[src/rtl/fadd_sequencer.sv]
// Initiator-side sequencer for one bf16 fadd instance: it takes in an operand pair, waits for a fresh ready edge, and holds the sum.
// Optional watchdog: define FADD_SEQ_TIMEOUT_EN to turn on the WAIT-state timeout, which returns a bf16 qNaN.
module fadd_sequencer #(
  parameter int unsigned GUARD_CYCLES   = 2,
  parameter int unsigned TIMEOUT_CYCLES = 64
) (
  input  logic        clock,
  input  logic        nreset,
  input  logic        op_valid,
  output logic        op_ready,
  input  logic [15:0] op_a,
  input  logic [15:0] op_b,
  output logic [15:0] a,
  output logic [15:0] b,
  input  logic        fadd_ready,
  input  logic [15:0] fadd_sum,
  output logic        res_valid,
  input  logic        res_ready,
  output logic [15:0] res_sum,
  output logic        busy,
  output logic        err_timeout,
  output logic [15:0] done_count
);

  localparam int unsigned GW = $clog2(GUARD_CYCLES + 1);

  if (GUARD_CYCLES < 1) begin : g_bad_guard
    $error("GUARD_CYCLES must be >= 1");
  end
  if (TIMEOUT_CYCLES < 1) begin : g_bad_timeout
    $error("TIMEOUT_CYCLES must be >= 1");
  end

  typedef enum logic [1:0] {IDLE, ISSUE, WAIT, HOLD} state_e;

  state_e          state_q, state_d;
  logic [15:0]     a_q, a_d;
  logic [15:0]     b_q, b_d;
  logic [15:0]     res_sum_q, res_sum_d;
  logic [15:0]     done_q, done_d;
  logic [GW-1:0]   guard_q, guard_d;
  logic            ready_q, ready_d;
  logic            rise;

`ifdef FADD_SEQ_TIMEOUT_EN
  localparam int unsigned TW = $clog2(TIMEOUT_CYCLES + 1);
  logic [TW-1:0]   wait_cnt_q, wait_cnt_d;
  logic            err_q, err_d;
`endif

  // A sum counts only when ready rises; a level left over from the previous operands is ignored.
  assign rise = fadd_ready & ~ready_q;

  always_comb begin
    state_d   = state_q;
    a_d       = a_q;
    b_d       = b_q;
    res_sum_d = res_sum_q;
    done_d    = done_q;
    guard_d   = guard_q;
    ready_d   = fadd_ready;
`ifdef FADD_SEQ_TIMEOUT_EN
    wait_cnt_d = wait_cnt_q;
    err_d      = err_q;
`endif
    unique case (state_q)
      IDLE: begin
        if (op_valid) begin
          a_d     = op_a;
          b_d     = op_b;
          guard_d = GW'(GUARD_CYCLES);
          state_d = ISSUE;
        end
      end
      ISSUE: begin
        if (guard_q == GW'(1)) begin
          state_d = WAIT;
`ifdef FADD_SEQ_TIMEOUT_EN
          wait_cnt_d = '0;
`endif
        end else begin
          guard_d = guard_q - GW'(1);
        end
      end
      WAIT: begin
        if (rise) begin
          res_sum_d = fadd_sum;
          state_d   = HOLD;
        end
`ifdef FADD_SEQ_TIMEOUT_EN
        else if (wait_cnt_q == TW'(TIMEOUT_CYCLES - 1)) begin
          res_sum_d = 16'h7FC0;
          err_d     = 1'b1;
          state_d   = HOLD;
        end else begin
          wait_cnt_d = wait_cnt_q + TW'(1);
        end
`endif
      end
      HOLD: begin
        if (res_ready) begin
          done_d  = done_q + 16'd1;
          state_d = IDLE;
        end
      end
      default: state_d = IDLE;
    endcase
  end

  always_ff @(posedge clock or negedge nreset) begin
    if (!nreset) begin
      state_q   <= IDLE;
      a_q       <= '0;
      b_q       <= '0;
      res_sum_q <= '0;
      done_q    <= '0;
      guard_q   <= '0;
      ready_q   <= 1'b0;
    end else begin
      state_q   <= state_d;
      a_q       <= a_d;
      b_q       <= b_d;
      res_sum_q <= res_sum_d;
      done_q    <= done_d;
      guard_q   <= guard_d;
      ready_q   <= ready_d;
    end
  end

`ifdef FADD_SEQ_TIMEOUT_EN
  always_ff @(posedge clock or negedge nreset) begin
    if (!nreset) begin
      wait_cnt_q <= '0;
      err_q      <= 1'b0;
    end else begin
      wait_cnt_q <= wait_cnt_d;
      err_q      <= err_d;
    end
  end
  assign err_timeout = err_q;
`else
  assign err_timeout = 1'b0;
`endif

  assign op_ready   = (state_q == IDLE);
  assign busy       = (state_q != IDLE);
  assign res_valid  = (state_q == HOLD);
  assign a          = a_q;
  assign b          = b_q;
  assign res_sum    = res_sum_q;
  assign done_count = done_q;

endmodule
[config.mk]
export PLATFORM = sky130hd
export DESIGN_NAME = fadd_sequencer
export DESIGN_NICKNAME = d
export VERILOG_FILES = /design/src/rtl/fadd_sequencer.sv
export SDC_FILE = /design/constraint.sdc
export NUM_CORES = 1
export LEC_CHECK = 0
export ABC_CLOCK_PERIOD_IN_PS = 1700
export CORE_ASPECT_RATIO = 0.6
export CORE_MARGIN = 2
export CORE_UTILIZATION = 42
export DETAILED_ROUTE_END_ITERATION = 7
export GPL_TIMING_DRIVEN = 0
export HOLD_SLACK_MARGIN = 0.03
export MAX_ROUTING_LAYER = met4
export PLACE_DENSITY = 0.79
export SYNTH_ARGS = -nofsm -noshare
export SYNTH_HDL_FRONTEND = slang
export SYNTH_SLANG_ARGS = --single-unit
[constraint.sdc]
create_clock -name clock -period 1.7 [get_ports clock]
set_input_delay 0.255 -clock clock [delete_from_list [all_inputs] [get_ports clock]]
set_output_delay 0.255 -clock clock [all_outputs]
set_load 0.005 [all_outputs]
# After elaboration in Yosys (flattened, before gate mapping)
# Index checks and enable logic that the tools add are counted.
[word_totals]
ff_bits = 69
latchBits = 0
mem_bits_rw = 0
romBits = 0
inputBits = 53
n_memories = 0
[classes]
addsub = 2
n_mul = 0
div_mod_pow = 0
order_cmp = 0
eq_ne = 9
n_shift = 0
n_mux = 8
bitwise_logic = 2
n_reduce_logical = 8
[op_table]
columns = ["op", "n"]
rows = [
  ["$add A16 B1 Y16 const B", 1],
  ["$mux W2", 6],
  ["$ne A2 B2 Y1 const B", 4],
  ["$pmux W2 S4", 1],
  ["$reduce_and A2 Y1", 3],
  ["$eq A2 B1 Y1 const B", 2],
  ["$eq A2 B2 Y1 const B", 2],
  ["$pmux W2 S2", 1],
  ["$reduce_and A4 Y1", 1],
  ["$reduce_bool A2 Y1", 2],
  ["$reduce_and A3 Y1", 1],
  ["$logic_not A2 Y1", 1],
  ["$ne A2 B1 Y1 const B", 1],
  ["$sub A2 B1 Y2 const B", 1],
  ["$and A1 B1 Y1", 1],
  ["$not A1 Y1", 1],
]

# Longest topological paths before layout
[depth]
word_depth = 4
ltp_mapped = 6

# Least setup slack after synthesis
# OpenSTA, ideal clock, no wires.
[synth_timing]
path_kind = "reg2reg"
startpoint = "register state_q[0]"
endpoint = "register res_sum_q[0], in the netlist res_sum[0]"
setup_time_ns = 0.125
arrival_ns = 1.399
t_required_ns = 1.575
slack_ns = 0.177
path_stages_with_launch = 6
n_path_buf = 1
synth_period_minus_slack_ns = 1.523
cell_sequence = "dfrtp_1 > inv_1 > ha_1 > nand3b_2 > buf_2 > mux2_2"
[synth_via]
elab_chain_len = 2
[synth_rtl]
columns = ["element", "line", "text"]
rows = [
  ["from (decl)", "36", "state_e state_q, state_d;"],
  ["from (signal assigned)", "120", "state_q <= state_d;"],
  ["$eq A2 B2 Y1", "66", "unique case (state_q)"],
  ["$reduce_and A2 Y1 (no source line)", "-", ""],
  ["to (signal assigned)", "123", "res_sum_q <= res_sum_d;"],
  ["to (decl)", "39", "logic [15:0] res_sum_q, res_sum_d;"],
]
# No other way between the ends.
# A chain may end at the register's enable or synchronous reset.

# Worst setup path after layout
[layout_timing]
startpoint = "register state_q[0]"
endpoint = "register state_q[1]"
[layout_via]
elab_chain_len = 3
[layout_rtl]
columns = ["element", "line"]
rows = [
  ["$eq A2 B1 Y1, or another cell as far along", "66"],
  ["$ne A2 B2 Y1 (no source line) / $ne A2 B1 Y1 (equally long branches)", "-"],
  ["$reduce_and A4 Y1 (no source line)", "-"],
]
# Several ways; a longest one is shown, not always the timed one.

==> summary.txt <==
status - finished, final reports clean
Synth Warn # - 0
crit path max fanout - 5
Syn Inst Count - 205
Fillers - 498
min Tclk post-route - 1600 ps
endpoints failing hold - 0
max-slew violation count - 0
maximum root-to-sink buffer count - 2
fraction of synthesized area in multiplexers - 0.1934
area of the core - 0.006619 mm2
main combinational cell family by area after synthesis - multiplexers
VDD IR-drop max - 871.3 uV
RD Place Congestion - 0.7701
Power Dens Cells - 1678 mW/mm2
DR vias - 2021
drt via density - 4.700
Ports - 121
chip height - 67.84 um
fmax - 624.9 MHz
ant diodes - 0
clock latency on the worst-skew pair - 320 ps
Register Area - 0.001727 mm2
Root Driver - clkbuf_16
Worst-path clk slew - 50 ps
compound-cell area share of the yosys netlist - 0.01711
full die area - 0.007489 mm2
Top FF cell, synth - dfrtp_1
CP Launch Type - flop
top cells by count, synth - dfrtp_1, mux2_2, nand2_1
detailed placement HPWL - 4.486 mm
clock sink count - 69
Port Buf Inserts - 119
skew final - 3.984 ps
WS Path Type - reg -> reg
synthesized area - 0.002853 mm2
Post-synth ARST share - 1.000
worst-margin pin slew - 841.8 ps
Worst slew margin - 0.4388
Tcrit/Tclk final - 0.9413
Mapped Nets - 265
Avg Cell Area, Syn - 13.92 um2
routed len/inst - 14.38 um
multi-input combinational cell area - 0.001121 mm2
Pre-antenna DRT Iters - 4
WL final - 6.183 mm
final hold slack - 34.21 ps
EDFF count, synth - 0
Critical Path Sink Type - flop
total grt overflow - 0
Non-Filler Instances - 430
DR iter-0 viols - 41
Hold Crit Class - in -> async
layout cells sized above 1 - 0.2478
Final TNS setup - 0 ps
leakage power - 1.985 nW
synth top area cells - dfrtp_1, mux2_2, ha_1
Synth cell types - 30
MaxCap Viol Count - 0
CTS HTree Levels - 3
row cnt - 23
CTS tree - built
WP data arrival - 1800 ps
gr usage total - 0.1782
xor-xnor portion of the synthesized cell area - 0.04605
Die X - 110.4 um
initial antenna violation count - 0
Synth Area in Adders - 0.03070
Synth Area in Simple Gates - 0.08860
Final ANT Viol Nets - 0
post-synth top area cell - dfrtp_1
most common cell in the netlist - dfrtp_1
Hold-fix buffers, CTS - 0
area growth from synthesis to layout - 58.07%
register bit total from synthesis - 69
DP Cell Count - 411
sequential share of the synthesized area - 0.6053
share of the synthesized area in the top cell type - 0.6053
CTS buffer count - 9
pin count of the biggest net entering global routing - 70
DR DRC count - 0
global-route wire length before repair - 9.639 mm
critical path data required time - 1900 ps
number of global-route vias before repair - 1990
starting density of the core - 0.4310
Nets - 398
Finish-stage setup viols - 0
[worst paths after layout]
| path | to | slack (ps) | startpoint | depth (start not counted) |
|---|---|---|---|---|
| worst max-delay path | state_q[1] | 100 | state_q[0] | 6 |
| worst min-delay path | a[10] | 30 | nreset | 1 |
| worst max register to register | state_q[1] | 100 | state_q[0] | 6 |
| worst min register to register | done_count[15] | 470 | done_count[15] | 1 |
| max in group asynchronous | res_sum[10] | 1110 | nreset | 1 |
| min in group clock | done_count[15] | 470 | done_count[15] | 1 |
[layout make-up]
cell class,instances,area share
plain buffers,4,0.004994
well taps,87,0.02414
multi-input cells,125,0.2486
inverters,6,0.004994
repair buffers,123,0.2694
clock inverters,5,0.01110
flip-flops and latches,69,0.3829
clock buffers,11,0.05383
[report_power, final]
group | leakage (nW) | switching (mW) | total, mW | internal (mW)
Sequential | 0.836 | 0.388 | 2.72 | 2.33
Combinational | 1.00 | 0.999 | 3.04 | 2.04
Clock | 0.149 | 0.640 | 1.80 | 1.16
[sequential cells by signal, summed over array words and instances (netlist names)]
signal	flops
res_sum	16
ready_q	1
guard_q	2
state_q	2
done_count	16
a	16
b	16
[logic make-up (layout without fill, tap and decap cells)]
family                     count (synthesis)  in the layout
AOI/OAI and AO/OA                          7              7
buffers and inverters                     11            149
and+or+nand+nor                           46             46
xor gates and xnor gates                  15             15
other                                      1              1
muxes                                     49             49
DFF                                       69             69
adders and majority gates                  7              7
[timing repair]
item / in CTS / in global routing
setup buffers: 3 / 1
setup endpoints to repair: 44 / 11
pin swaps: 0 / 0
gates resized for setup: 11 / 3
[cells in the final DEF, fill, tap and decap left out, types with 2 or more instances in the layout]
| master | Yosys | final |
|---|---|---|
| and2_1 | 2 | 2 |
| buf_2 | 4 | 3 |
| buf_4 | 1 | 6 |
| clkbuf_16 | 0 | 9 |
| clkdlybuf4s50_1 | 0 | 115 |
| clkinv_2 | 0 | 4 |
| dfrtp_1 | 69 | 69 |
| dlygate4sd2_1 | 0 | 3 |
| ha_1 | 7 | 4 |
| ha_4 | 0 | 2 |
| inv_1 | 6 | 4 |
| inv_2 | 0 | 2 |
| mux2_2 | 48 | 48 |
| nand2_1 | 15 | 15 |
| nand2b_1 | 4 | 4 |
| nand3_1 | 4 | 3 |
| nand4_1 | 2 | 2 |
| nand4_2 | 2 | 2 |
| nor2_1 | 9 | 9 |
| nor3_2 | 2 | 2 |
| xnor2_1 | 7 | 7 |
| xor2_1 | 8 | 8 |
[layer usage]
layer  global-route usage  part of all wire
met1               0.2305              0.45
met2               0.2646              0.44
met3              0.06762              0.11
met4              0.05156            0.0076
met5                    -                 0
[through the flow]
stage,utilization,total power [mW],instance area [um2],setup slack [ps]
4_1_cts,0.6788,7.634,4493,6.261
2_1_floorplan,-,3.914,2853,176.6
6_report,0.6813,7.566,4509,99.74
3_3_place_gp,0.6274,5.575,4153,-1963
5_1_grt,0.6813,8.090,4509,-15.43
3_5_place_dp,0.6270,5.689,4150,-48.72
[worst max-delay path: stages (launching register included)]
cell,delay (ps)
dfrtp_1,390
buf_4,160
ha_2,210
nand2b_1,120
nand3_2,110
a21oi_2,160
mux2_1,340
Note: power is estimated with default switching activity, not from simulation.
